--- config.mk ---
export PLATFORM = sky130hd
export DESIGN_NAME = ascon_serial_engine_flat
export DESIGN_NICKNAME = d
export VERILOG_FILES = /design/src/rtl/ascon_serial_engine_if.sv /design/src/rtl/ascon_serial_engine.sv /design/src/flat_wrapper.sv
export SDC_FILE = /design/constraint.sdc
export NUM_CORES = 1
export LEC_CHECK = 0
export CAP_MARGIN = 20
export CORE_UTILIZATION = 40
export CTS_BUF_LIST = sky130_fd_sc_hd__clkbuf_2 sky130_fd_sc_hd__clkbuf_4 sky130_fd_sc_hd__clkbuf_8
export DETAILED_ROUTE_END_ITERATION = 6
export MAX_ROUTING_LAYER = met4
export PLACE_DENSITY = 0.65
export SLEW_MARGIN = 20
export SYNTH_ARGS = -nofsm -noshare
export SYNTH_HDL_FRONTEND = slang
export SYNTH_SLANG_ARGS = --single-unit
--- constraint.sdc ---
create_clock -name clk -period 2.54 [get_ports clk]
set_input_delay 0.508 -clock clk [delete_from_list [all_inputs] [get_ports clk]]
set_output_delay 0.508 -clock clk [all_outputs]
set_load 0.005 [all_outputs]
--- src/rtl/ascon_serial_engine_if.sv ---
// Serial load/unload handshake bundle between a host and ascon_serial_engine.
interface ascon_serial_engine_if #(
    parameter int unsigned W = 1
);
    logic [W-1:0] in_data;
    logic         in_valid;
    logic         in_ready;
    logic [W-1:0] out_data;
    logic         out_valid;
    logic         out_ready;

    modport master (
        output in_data, in_valid, out_ready,
        input  in_ready, out_data, out_valid
    );

    modport slave (
        input  in_data, in_valid, out_ready,
        output in_ready, out_data, out_valid
    );
endinterface

--- src/rtl/ascon_serial_engine.sv ---
// Serialises key/nonce/AD/text(/tag) into an ASCON core and streams the
// core's ciphertext+tag or plaintext back out W bits at a time.
module ascon_serial_engine #(
    parameter int unsigned KEY_L  = 128,
    parameter int unsigned A_L    = 40,
    parameter int unsigned TEXT_L = 40,
    parameter int unsigned W      = 1
) (
    input  logic                 clk,
    input  logic                 rst,
    input  logic                 start_i,
    input  logic                 mode_i,
    input  logic                 abort_i,
    ascon_serial_engine_if.slave bus,
    output logic                 busy_o,
    output logic                 done_o,
    output logic                 auth_o,
    output logic                 core_start,
    output logic                 core_mode,
    output logic [KEY_L-1:0]     core_key,
    output logic [127:0]         core_nonce,
    output logic [A_L-1:0]       core_ad,
    output logic [TEXT_L-1:0]    core_text,
    output logic [127:0]         core_tag,
    input  logic                 core_done,
    input  logic [TEXT_L-1:0]    core_text_out,
    input  logic [127:0]         core_tag_out,
    input  logic                 core_auth
);

    localparam int unsigned NONCE_L = 128;
    localparam int unsigned TAG_L   = 128;
    localparam int unsigned OUT_L   = TEXT_L + TAG_L;
    localparam int unsigned MAX_1   = (KEY_L > A_L) ? KEY_L : A_L;
    localparam int unsigned MAX_2   = (MAX_1 > TEXT_L) ? MAX_1 : TEXT_L;
    localparam int unsigned MAX_L   = (MAX_2 > TAG_L) ? MAX_2 : TAG_L;
    localparam int unsigned WCNT_W  = $clog2(MAX_L / W + 1);
    localparam int unsigned OCNT_W  = $clog2(OUT_L / W + 1);

    typedef enum logic [2:0] {
        IDLE, LOAD, CORE_GO, WAIT_CORE, UNLOAD, DONE
    } state_t;

    typedef enum logic [2:0] {
        F_KEY, F_NONCE, F_AD, F_TEXT, F_TAG
    } field_t;

    state_t              state_q, state_d;
    field_t              field_q;
    logic [WCNT_W-1:0]   word_q;
    logic [OCNT_W-1:0]   out_cnt_q;
    logic [OUT_L-1:0]    out_buf_q;

    logic load_fire, word_end, load_last, out_fire, out_last, abort_act;

    function automatic logic [WCNT_W-1:0] field_words(input field_t f);
        unique case (f)
            F_KEY:   return WCNT_W'(KEY_L / W);
            F_NONCE: return WCNT_W'(NONCE_L / W);
            F_AD:    return WCNT_W'(A_L / W);
            F_TEXT:  return WCNT_W'(TEXT_L / W);
            default: return WCNT_W'(TAG_L / W);
        endcase
    endfunction

    // Handshake strobes and next-state; abort outranks every other event.
    always_comb begin
        abort_act = abort_i && (state_q != IDLE);
        load_fire = bus.in_ready && bus.in_valid;
        word_end  = (word_q == field_words(field_q) - WCNT_W'(1));
        load_last = load_fire && word_end &&
                    (((field_q == F_TEXT) && !core_mode) || (field_q == F_TAG));
        out_fire  = bus.out_valid && bus.out_ready;
        out_last  = out_fire &&
                    (out_cnt_q == (core_mode ? OCNT_W'(TEXT_L / W - 1)
                                             : OCNT_W'(OUT_L / W - 1)));
        state_d   = state_q;
        unique case (state_q)
            IDLE:      if (start_i)   state_d = LOAD;
            LOAD:      if (load_last) state_d = CORE_GO;
            CORE_GO:                  state_d = WAIT_CORE;
            WAIT_CORE: if (core_done) state_d = UNLOAD;
            UNLOAD:    if (out_last)  state_d = DONE;
            DONE:                     state_d = IDLE;
            default:                  state_d = IDLE;
        endcase
        if (abort_act) state_d = IDLE;
    end

    always_ff @(posedge clk or negedge rst) begin
        if (!rst) state_q <= IDLE;
        else      state_q <= state_d;
    end

    // Registered status/handshake outputs follow the next state directly.
    always_ff @(posedge clk or negedge rst) begin
        if (!rst) begin
            bus.in_ready  <= 1'b0;
            bus.out_valid <= 1'b0;
            busy_o        <= 1'b0;
            done_o        <= 1'b0;
            core_start    <= 1'b0;
        end else begin
            bus.in_ready  <= (state_d == LOAD);
            bus.out_valid <= (state_d == UNLOAD);
            busy_o        <= (state_d != IDLE);
            done_o        <= (state_d == DONE);
            core_start    <= (state_d == CORE_GO);
        end
    end

    // Field buffers, counters and the output shifter.
    always_ff @(posedge clk or negedge rst) begin
        if (!rst) begin
            field_q      <= F_KEY;
            word_q       <= '0;
            out_cnt_q    <= '0;
            out_buf_q    <= '0;
            bus.out_data <= '0;
            auth_o       <= 1'b0;
            core_mode    <= 1'b0;
            core_key     <= '0;
            core_nonce   <= '0;
            core_ad      <= '0;
            core_text    <= '0;
            core_tag     <= '0;
        end else if (abort_act) begin
            field_q      <= F_KEY;
            word_q       <= '0;
            out_cnt_q    <= '0;
            bus.out_data <= '0;
        end else begin
            unique case (state_q)
                IDLE: begin
                    if (start_i) begin
                        core_mode  <= mode_i;
                        auth_o     <= 1'b0;
                        field_q    <= F_KEY;
                        word_q     <= '0;
                        out_cnt_q  <= '0;
                        out_buf_q  <= '0;
                        core_key   <= '0;
                        core_nonce <= '0;
                        core_ad    <= '0;
                        core_text  <= '0;
                        core_tag   <= '0;
                    end
                end
                LOAD: begin
                    if (load_fire) begin
                        // Shift in from the bottom so the first word ends up on top.
                        unique case (field_q)
                            F_KEY:   core_key   <= KEY_L'({core_key, bus.in_data});
                            F_NONCE: core_nonce <= NONCE_L'({core_nonce, bus.in_data});
                            F_AD:    core_ad    <= A_L'({core_ad, bus.in_data});
                            F_TEXT:  core_text  <= TEXT_L'({core_text, bus.in_data});
                            default: core_tag   <= TAG_L'({core_tag, bus.in_data});
                        endcase
                        if (word_end) begin
                            word_q  <= '0;
                            field_q <= field_t'(field_q + 3'd1);
                        end else begin
                            word_q <= word_q + WCNT_W'(1);
                        end
                    end
                end
                WAIT_CORE: begin
                    if (core_done) begin
                        // A failed decrypt tag check replaces the plaintext with ones.
                        out_buf_q    <= {(core_mode && !core_auth) ? {TEXT_L{1'b1}} : core_text_out,
                                         core_tag_out};
                        bus.out_data <= (core_mode && !core_auth) ? {W{1'b1}}
                                                                  : core_text_out[TEXT_L-1 -: W];
                        auth_o       <= core_mode && core_auth;
                        out_cnt_q    <= '0;
                    end
                end
                UNLOAD: begin
                    if (out_fire) begin
                        out_buf_q    <= OUT_L'({out_buf_q, W'(0)});
                        out_cnt_q    <= out_cnt_q + OCNT_W'(1);
                        bus.out_data <= out_last ? '0 : out_buf_q[OUT_L-W-1 -: W];
                    end
                end
                default: ;
            endcase
        end
    end

endmodule

--- src/flat_wrapper.sv ---
// flat-port wrapper written by rule: the top's interface ports become plain ports
module ascon_serial_engine_flat 
#(
    parameter int unsigned KEY_L  = 128,
    parameter int unsigned A_L    = 40,
    parameter int unsigned TEXT_L = 40,
    parameter int unsigned W      = 1
)
  (clk, rst, start_i, mode_i, abort_i, busy_o, done_o, auth_o, core_start, core_mode, core_key, core_nonce, core_ad, core_text, core_tag, core_done, core_text_out, core_tag_out, core_auth, bus_in_data, bus_in_valid, bus_out_ready, bus_in_ready, bus_out_data, bus_out_valid);
  ascon_serial_engine_if #(.W(W)) bus_i ();
  input  logic clk;
  input  logic rst;
  input  logic start_i;
  input  logic mode_i;
  input  logic abort_i;
  output logic busy_o;
  output logic done_o;
  output logic auth_o;
  output logic core_start;
  output logic core_mode;
  output logic [KEY_L-1:0] core_key;
  output logic [127:0] core_nonce;
  output logic [A_L-1:0] core_ad;
  output logic [TEXT_L-1:0] core_text;
  output logic [127:0] core_tag;
  input  logic core_done;
  input  logic [TEXT_L-1:0] core_text_out;
  input  logic [127:0] core_tag_out;
  input  logic core_auth;
  input wire logic [$bits(bus_i.in_data)-1:0] bus_in_data;
  input wire logic [$bits(bus_i.in_valid)-1:0] bus_in_valid;
  input wire logic [$bits(bus_i.out_ready)-1:0] bus_out_ready;
  output wire logic [$bits(bus_i.in_ready)-1:0] bus_in_ready;
  output wire logic [$bits(bus_i.out_data)-1:0] bus_out_data;
  output wire logic [$bits(bus_i.out_valid)-1:0] bus_out_valid;
  assign bus_i.in_data = bus_in_data;
  assign bus_i.in_valid = bus_in_valid;
  assign bus_i.out_ready = bus_out_ready;
  assign bus_in_ready = bus_i.in_ready;
  assign bus_out_data = bus_i.out_data;
  assign bus_out_valid = bus_i.out_valid;
  ascon_serial_engine #(.KEY_L(KEY_L), .A_L(A_L), .TEXT_L(TEXT_L), .W(W)) u_core (.clk(clk), .rst(rst), .start_i(start_i), .mode_i(mode_i), .abort_i(abort_i), .bus(bus_i), .busy_o(busy_o), .done_o(done_o), .auth_o(auth_o), .core_start(core_start), .core_mode(core_mode), .core_key(core_key), .core_nonce(core_nonce), .core_ad(core_ad), .core_text(core_text), .core_tag(core_tag), .core_done(core_done), .core_text_out(core_text_out), .core_tag_out(core_tag_out), .core_auth(core_auth));
endmodule
After elaboration in Yosys (flattened, before gate mapping):

Cells that the tools add are included.

* flip-flop bits (word level): 661
* bits of input ports: 178
* output and inout port bits: 472
* logic and storage cells: 140

* add/subtract/negate cells: 4
* eq/ne operators: 28
* multiplexer cells: 53
* bitwise gates (word level): 1
* reduce and logical (&&, ||, !) cells: 36

Operator list (count)
* $mux W128: 7
* $pmux W128 S2: 3
* $mux W167: 3
* $pmux W167 S3: 1
* $mux W40: 5
* $pmux W40 S2: 2
* $mux W8: 9
* $mux W39: 1
* $reduce_and A5 Y1: 6
* $mux W3: 9
* $pmux W8 S3: 1
* $add A8 B1 Y8 const B: 2
* $eq A8 B8 Y1: 2
* $pmux W8 S2: 1
* $eq A3 B2 Y1 const B: 5
* $pmux W3 S5: 1
* $reduce_bool A3 Y1: 5
* $eq A3 B3 Y1 const B: 4
* $ne A2 B2 Y1 const B: 6
* $reduce_and A4 Y1: 3
* $eq A3 B1 Y1 const B: 3
* $logic_and A1 B1 Y1: 9
* $ne A3 B1 Y1 const B: 3
* $reduce_and A3 Y1: 3
* 15 further kinds: 28

Depth between registers and ports, before layout:

Gate-level depths: netlist of run 1.

* depth in word-level cells: 11
* mapped depth: 9

Least setup slack after synthesis of run 1:

Ideal clock, no wire load.

* path kind: flip-flop to flip-flop
* start: register u_core.field_q[1]
* end: register u_core.core_text[1]
* setup time: 0.133 ns
* data arrival time: 1.781 ns
* slack: 0.626 ns
* cell stages (with the launch flop): 7
* path buffers: 1
* path through: dfrtp_1 ha_1 ha_1 or4b_1 o2111ai_1 clkbuf_1 o21ai_0

* word-level cells in the longest chain between the ends: 3

Ends and longest elaborated chain
* start, declared: line ascon_serial_engine.sv:49 `field_t field_q;`
* start signal, assigned: line ascon_serial_engine.sv:161 `field_q <= field_t'(field_q + 3'd1);`
* $eq A3 B2 Y1: line ascon_serial_engine.sv:152 `unique case (field_q)`
* $ne A2 B1 Y1 (no source line)
* $reduce_and A5 Y1 (no source line)
* end signal, assigned: line ascon_serial_engine.sv:156 `F_TEXT: core_text <= TEXT_L'({core_text, bus.in_data});`
* end, declared: line ascon_serial_engine.sv:23 `output logic [TEXT_L-1:0] core_text,`

No other way between the ends.
A chain may end at the register's enable or synchronous reset.

Final worst setup path of run 1:

* start: register u_core.core_key[0]
* end: output core_key[0]

RTL lines
* start, declared: line ascon_serial_engine.sv:20 `output logic [KEY_L-1:0] core_key,`
* start signal, assigned: line ascon_serial_engine.sv:153 `F_KEY: core_key <= KEY_L'({core_key, bus.in_data});`
* end, declared: line flat_wrapper.sv:21 `output logic [KEY_L-1:0] core_key;`

No word-level cell between the ends.

==> impl_metrics.tcl, run 1 <==
set metrics [dict create \
    status "complete, no violations" \
    die-area_sq_mm 0.0767 \
    crit_arrival_ps 1790 \
    cts.sinks 661 \
    fin_crit_ps 2300 \
    drtIter0Drc 1325 \
    leakage_nw 17.7 \
    slowest_delay_ps 570 \
    cts_tree "yes" \
    powerDensity_mw_per_mm2 872 \
    rsz0062_at_grt "no" \
    synthTopCellsByCount "nand2_1 (728), dfrtp_1 (661), inv_1 (301)" \
    cts_max_level 3 \
    routed_wl_microns 84400 \
    yosysMostFrequentCell "nand2_1" \
    grt_first_pass_wirelength_microns 132000 \
    dp_hpwl_microns 61700 \
    maxSlewHeadroom_pct 38.7 \
    yosys.area.top_type "dfrtp_1" \
    hold_slack_ps 338 \
    placed_area_sq_mm 0.0385 \
    clkTransAtPathRegs_ps 60 \
    clock_skew_ps 68.7 \
    antenna_found_initial 8 \
    final_max_slew_viol_count 0 \
    wl_per_cell_microns 18.3 \
    die_h_microns 277 \
    grt-ovfl-total 0 \
    final_cell_area_sq_mm 0.0410 \
    synth_edf_count 0 \
    worst_pin_slew_ps 916 \
    syn_inst 2844 \
    fin_setup_tns_ps 0 \
    hold_class "input port to flip-flop" \
    gp_congestion 0.841 \
    fin_crit_sh_pct 90.4 \
    first_global_vias 22700 \
    yosysTopAreaCellShare_pct 54.7 \
    synth_area_sq_mm 0.0302 \
    numCtsBuffers 113 \
    ys_warn_count 0 \
    grt_max_degree 89 \
    synth_area_leaders "dfrtp_1 (55%), mux2i_1 (9.8%), nand2_1 (9.0%), mux2_4 (5.9%), inv_1 (3.7%)" \
    drtPass1Iterations 5 \
    final_antenna_net_count 0 \
    fmax_mhz 436 \
    die_x_microns 277 \
    ys.flop_type "dfrtp_1" \
    crit_chain "clkdlybuf4s50_1" \
    avgSynthCellArea_sq_um 10.6 \
    num_rows 100 \
    drive_gt1_share_pct 14.7 \
    hold_viol_final 0 \
    start_util_pct 40.5 \
    worst_ep_required_time_ps 2030 \
    setup_viol 0 \
    clock_latency_ps 730 \
    path_max_fanout 3 \
    root_buffer "clkbuf_8" \
    area.growth.synth_to_final_pct 35.5 \
    synth_seq_cells 661 \
    viasPerCell 4.87 \
    grt_use_total_pct 22.5 \
    startpoint_type "flip-flop" \
    portBuffers 649 \
    io_pins 650 \
    finalNetCount 3738 \
    vias 22500 \
    coreArea_sq_mm 0.0746 \
    cp_top_family "buffers and inverters" \
    ys_types 63 \
    criticalPathCategory "flip-flop to output port" \
    clockBufferDepth 3 \
    drc 0 \
    maxCapViolations 0 \
    slowest_stage "clkdlybuf4s50_1" \
    async_flop_share_pct 100 \
    cp.buffers_inverters 1 \
    synth_nets 3029 \
    worstSetupEndpointType "output port" \
    yosysSeqAreaShare_pct 54.7 \
    rrSetupSlack_ps 330 \
    vdd_drop_max_mv 0.461 \
]
==> power by group <==
part / leakage, nW / internal [mW] / switching (mW) / total [mW]
sequential: 9.18 / 12.0 / 1.52 / 13.6
clock: 1.32 / 5.80 / 4.44 / 10.2
combinational: 7.19 / 5.97 / 5.93 / 11.9
total: 17.7 / 23.8 / 11.9 / 35.7
==> cells in the final DEF, fill, tap and decap left out, types with 8 or more instances in the layout <==
cell / count
nand2_1: 728
dfrtp_1: 661
clkdlybuf4s50_1: 648
inv_1: 301
mux2i_1: 297
o21ai_0: 209
clkbuf_8: 144
a22o_1: 126
mux2_4: 119
buf_4: 87
mux2_2: 53
buf_12: 49
clkbuf_4: 33
clkinv_2: 21
nand3_1: 19
nor2_1: 14
o21ai_1: 10
a21oi_1: 9
diode_2: 8
nand4_1: 8
o211ai_1: 8
==> layer usage <==
| metal | global-route usage, % | routed length [microns] |
|---|---|---|
| met4 | 7.04 | 2100 |
| met1 | 27.7 | 36000 |
| met3 | 6.28 | 6080 |
| met2 | 35.9 | 40200 |
| met5 | - | 0 |
==> cell families (layout without fill, tap and decap cells) <==
family,Yosys count,count (layout),synth area share [%]
fa+ha+maj,7,7,0.290
buf+inv,494,1295,7.72
xor+xnor,1,1,0.0290
simple gates,819,819,11.0
compound gates,392,392,8.51
flops,661,661,54.7
mux,470,470,17.8
other cells,0,8,0
==> final cells by class <==
type,instances,area (sq um)
diodes,8,20.0
clock buffers,177,2230
clock inverters,30,245
fillers,6542,33600
inverters,302,1130
multi-input cells,1689,11400
flip-flops and latches,661,16500
well taps,969,1210
repair buffers,786,8150
==> sequential cells by signal, indices dropped and copies added, names as in the netlist, 3 cells and up <==
register and flops:
u_core.field_q 3, u_core.word_q 8, u_core.out_cnt_q 8, u_core.core_key 128, u_core.out_buf_q 167, u_core.core_tag 128
u_core.core_text 40, u_core.core_ad 40, u_core.state_q 3, u_core.core_nonce 128
==> through the flow <==
step	std cells	setup WS (ps)	util (%)	total power [mW]
2_1_floorplan	2844	626	-	19.4
3_3_place_gp	4406	37.6	51.6	25.5
3_5_place_dp	4406	35.6	51.6	25.7
4_1_cts	4614	138	54.9	36.1
5_1_grt	4622	158	54.9	37.6
6_report	4622	244	54.9	35.7
==> what timing repair did <==
action / 4_1_cts / 5_1_grt
hold buffers: 1 / 0
gates resized for setup: 0 / 0
buffers inserted: 0 / 0
endpoints found under the hold margin: 27 / 0
==> worst paths after layout <==
path | start | to | depth (start not counted)
max | u_core.core_key[0] | core_key[0] | 1
min | core_tag_out[0] | u_core.out_buf_q[0] | 3
max reg2reg | u_core.state_q[0] | u_core.core_nonce[74] | 7
min reg2reg | u_core.core_tag[127] | u_core.core_tag[127] | 2
max in group asynchronous | rst | u_core.out_buf_q[19] | 3
min in group asynchronous | rst | u_core.core_nonce[12] | 2
No activity file was read; power rests on OpenSTA's default activity.
==> run 2: changes to the inputs <==
--- a/config.mk
+++ b/config.mk
@@ -6,11 +6,12 @@
 export NUM_CORES = 1
 export LEC_CHECK = 0
 export CAP_MARGIN = 20
-export CORE_UTILIZATION = 40
+export CORE_AREA = 2 2 249 251
 export CTS_BUF_LIST = sky130_fd_sc_hd__clkbuf_2 sky130_fd_sc_hd__clkbuf_4 sky130_fd_sc_hd__clkbuf_8
 export DETAILED_ROUTE_END_ITERATION = 6
+export DIE_AREA = 0 0 251 253
 export MAX_ROUTING_LAYER = met4
-export PLACE_DENSITY = 0.65
+export PLACE_DENSITY = 0.78
 export SLEW_MARGIN = 20
 export SYNTH_ARGS = -nofsm -noshare
 export SYNTH_HDL_FRONTEND = slang
==> run 2 against run 1 <==
Effect of this change: first-iteration DRC count is 12% higher; cell count is 4.4% lower; register-to-register slack worse by 100 ps; critical path type unchanged; critical endpoint unchanged; highest routed layer unchanged.
==> impl_metrics.tcl, run 2 (synthesized netlist as in run 1, its figures left out) <==
set metrics [dict create \
    placed_cells 4205 \
    drtPass1Iterations 5 \
    leakage_nw 17.6 \
    final_cell_mix "nand2_1 (728), dfrtp_1 (661), clkdlybuf4s50_1 (648), inv_1 (301), mux2i_1 (297)" \
    pwr-share-seq_pct 38.2 \
    final_common_cell "nand2_1" \
    fin_crit_ps 2320 \
    final_cell_area_sq_mm 0.0406 \
    cts_max_level 3 \
    rr_startpoint "u_core.state_q[0]" \
    slowest_stage "clkdlybuf4s50_1" \
    fin_setup_tns_ps 0 \
    startpoint_type "flip-flop" \
    crit_arrival_ps 1810 \
    clockBufferDepth 3 \
    numCtsBuffers 112 \
    fillers 4503 \
    clock_latency_ps 710 \
    path_max_fanout 3 \
    cts_tree "yes" \
    crit_chain "clkdlybuf4s50_1" \
    swShare_pct 33.0 \
    r2r_cells 6 \
    num_rows 91 \
    drive_gt1_share_pct 13.9 \
    drtIter0Drc 1480 \
    hold_path_depth 3 \
    die-area_sq_mm 0.0635 \
    vdd_drop_max_mv 0.489 \
    die_x_microns 251 \
    io_pins 650 \
    rrSetupSlack_ps 230 \
    grt_max_degree 90 \
    path_depth 1 \
    clock_skew_ps 51.6 \
    slowest_delay_ps 590 \
    worst_ep_required_time_ps 2030 \
    powerDensity_mw_per_mm2 874 \
    postCtsSetupBuffers 0 \
    criticalPathCategory "flip-flop to output port" \
    vias 22800 \
    grt_first_pass_wirelength_microns 129000 \
    fin_crit_sh_pct 91.3 \
    hold_class "input port to flip-flop" \
    hold_path.startpoint "core_tag_out[0]" \
    fin_cells 4418 \
    rsz0062_at_grt "no" \
    placed_area_sq_mm 0.0380 \
    dp_hpwl_microns 60100 \
    p_sw_mw 11.7 \
    gp_congestion 0.858 \
    maxSlewHeadroom_pct 46.1 \
    maxCapViolations 0 \
    p_clk_share_pct 29.3 \
    cts.sinks 661 \
    largest_reg_flops 167 \
    die_h_microns 253 \
    worstSetupEndpointType "output port" \
    start_util_pct 49.5 \
    worst_pin_slew_ps 806 \
    coreArea_sq_mm 0.0610 \
    final_max_slew_viol_count 0 \
    status "complete, no violations" \
    viasPerCell 5.17 \
    grt_use_total_pct 26.7 \
    antenna_found_initial 14 \
    cp_top_family "buffers and inverters" \
    p_int_mw 23.8 \
    routed_wl_microns 83400 \
    r2r_end "u_core.core_tag[123]" \
    final_antenna_net_count 0 \
    clkTransAtPathRegs_ps 70 \
    finalNetCount 3715 \
    drc 0 \
    regMostFlops "u_core.out_buf_q" \
    worstHoldEndpoint "u_core.out_buf_q[0]" \
    hold_slack_ps 366 \
    first_global_vias 22900 \
    area.growth.synth_to_final_pct 34.3 \
    root_buffer "clkbuf_8" \
    portBuffers 649 \
    hold_viol_final 0 \
    utilization_pct 66.5 \
    cp.buffers_inverters 1 \
    pwr-share-comb_pct 32.5 \
    wl_per_cell_microns 18.9 \
    fmax_mhz 431 \
    grt-ovfl-total 0 \
    setup_viol 0 \
]
-- run 2: cell count changes in the layout (fill, tap and decap cells not counted) --
cell        change
clkinv_8        -1
bufinv_16       +1
buf_4          -20
diode_2         +7
clkinvlp_4      -3
clkinv_2       -15
inv_12          +1
buf_12          -2
inv_8           +1
clkbuf_8        +6
-- run 2: repair_timing --
action / 4_1_cts / 5_1_grt
hold endpoints to repair: 21 / 0
gates resized for setup: 0 / 0
hold buffers: 1 / 0
-- run 2: worst max-delay path by stage --
stage                  startpoint              endpoint
2_1_floorplan   u_core.field_q[1]   u_core.core_text[1]
3_3_place_gp              abort_i  u_core.out_buf_q[76]
3_5_place_dp              start_i   u_core.core_key[87]
4_1_cts        u_core.core_key[0]           core_key[0]
5_1_grt         u_core.state_q[0]   u_core.core_text[6]
6_report       u_core.core_key[0]           core_key[0]
-- run 2: power by group through the flow --
stage | registers [mW] | logic [mW] | clock network (mW)
floorplan | 13.4 | 5.99 | 0
global placement | 13.7 | 11.3 | 0
detailed placement | 13.7 | 11.6 | 0
CTS | 13.5 | 11.6 | 10.6
global route | 13.7 | 12.4 | 11.1
finish | 13.5 | 11.5 | 10.4
-- run 2: per-layer routing --
metal	part of all wire [%]	vias up	GRT usage (%)
met5	0	-	-
met4	3.9	0	11.6
met3	8.1	160	7.84
met2	48	748	42.3
met1	40	11200	31.7
li1	-	10700	-
-- run 2: area by class of cell --
type | instances | area (sq um) | share of cell area (%)
Clock buffer | 183 | 2310 | 5.70
Timing Repair Buffer | 764 | 7960 | 19.6
Multi-Input combinational cell | 1689 | 11400 | 28.2
Clock inverter | 14 | 189 | 0.465
Sequential cell | 661 | 16500 | 40.8
Tap cell | 790 | 988 | 2.44
Inverter | 302 | 1130 | 2.79
Antenna cell | 15 | 37.5 | 0.0925
-- run 2: through the flow --
step,power (mW),setup slack [ps]
finish,35.5,221
global route,37.2,34.0
CTS,35.8,84.4
detailed placement,25.3,57.4
global placement,25.0,84.6
floorplan,19.4,626
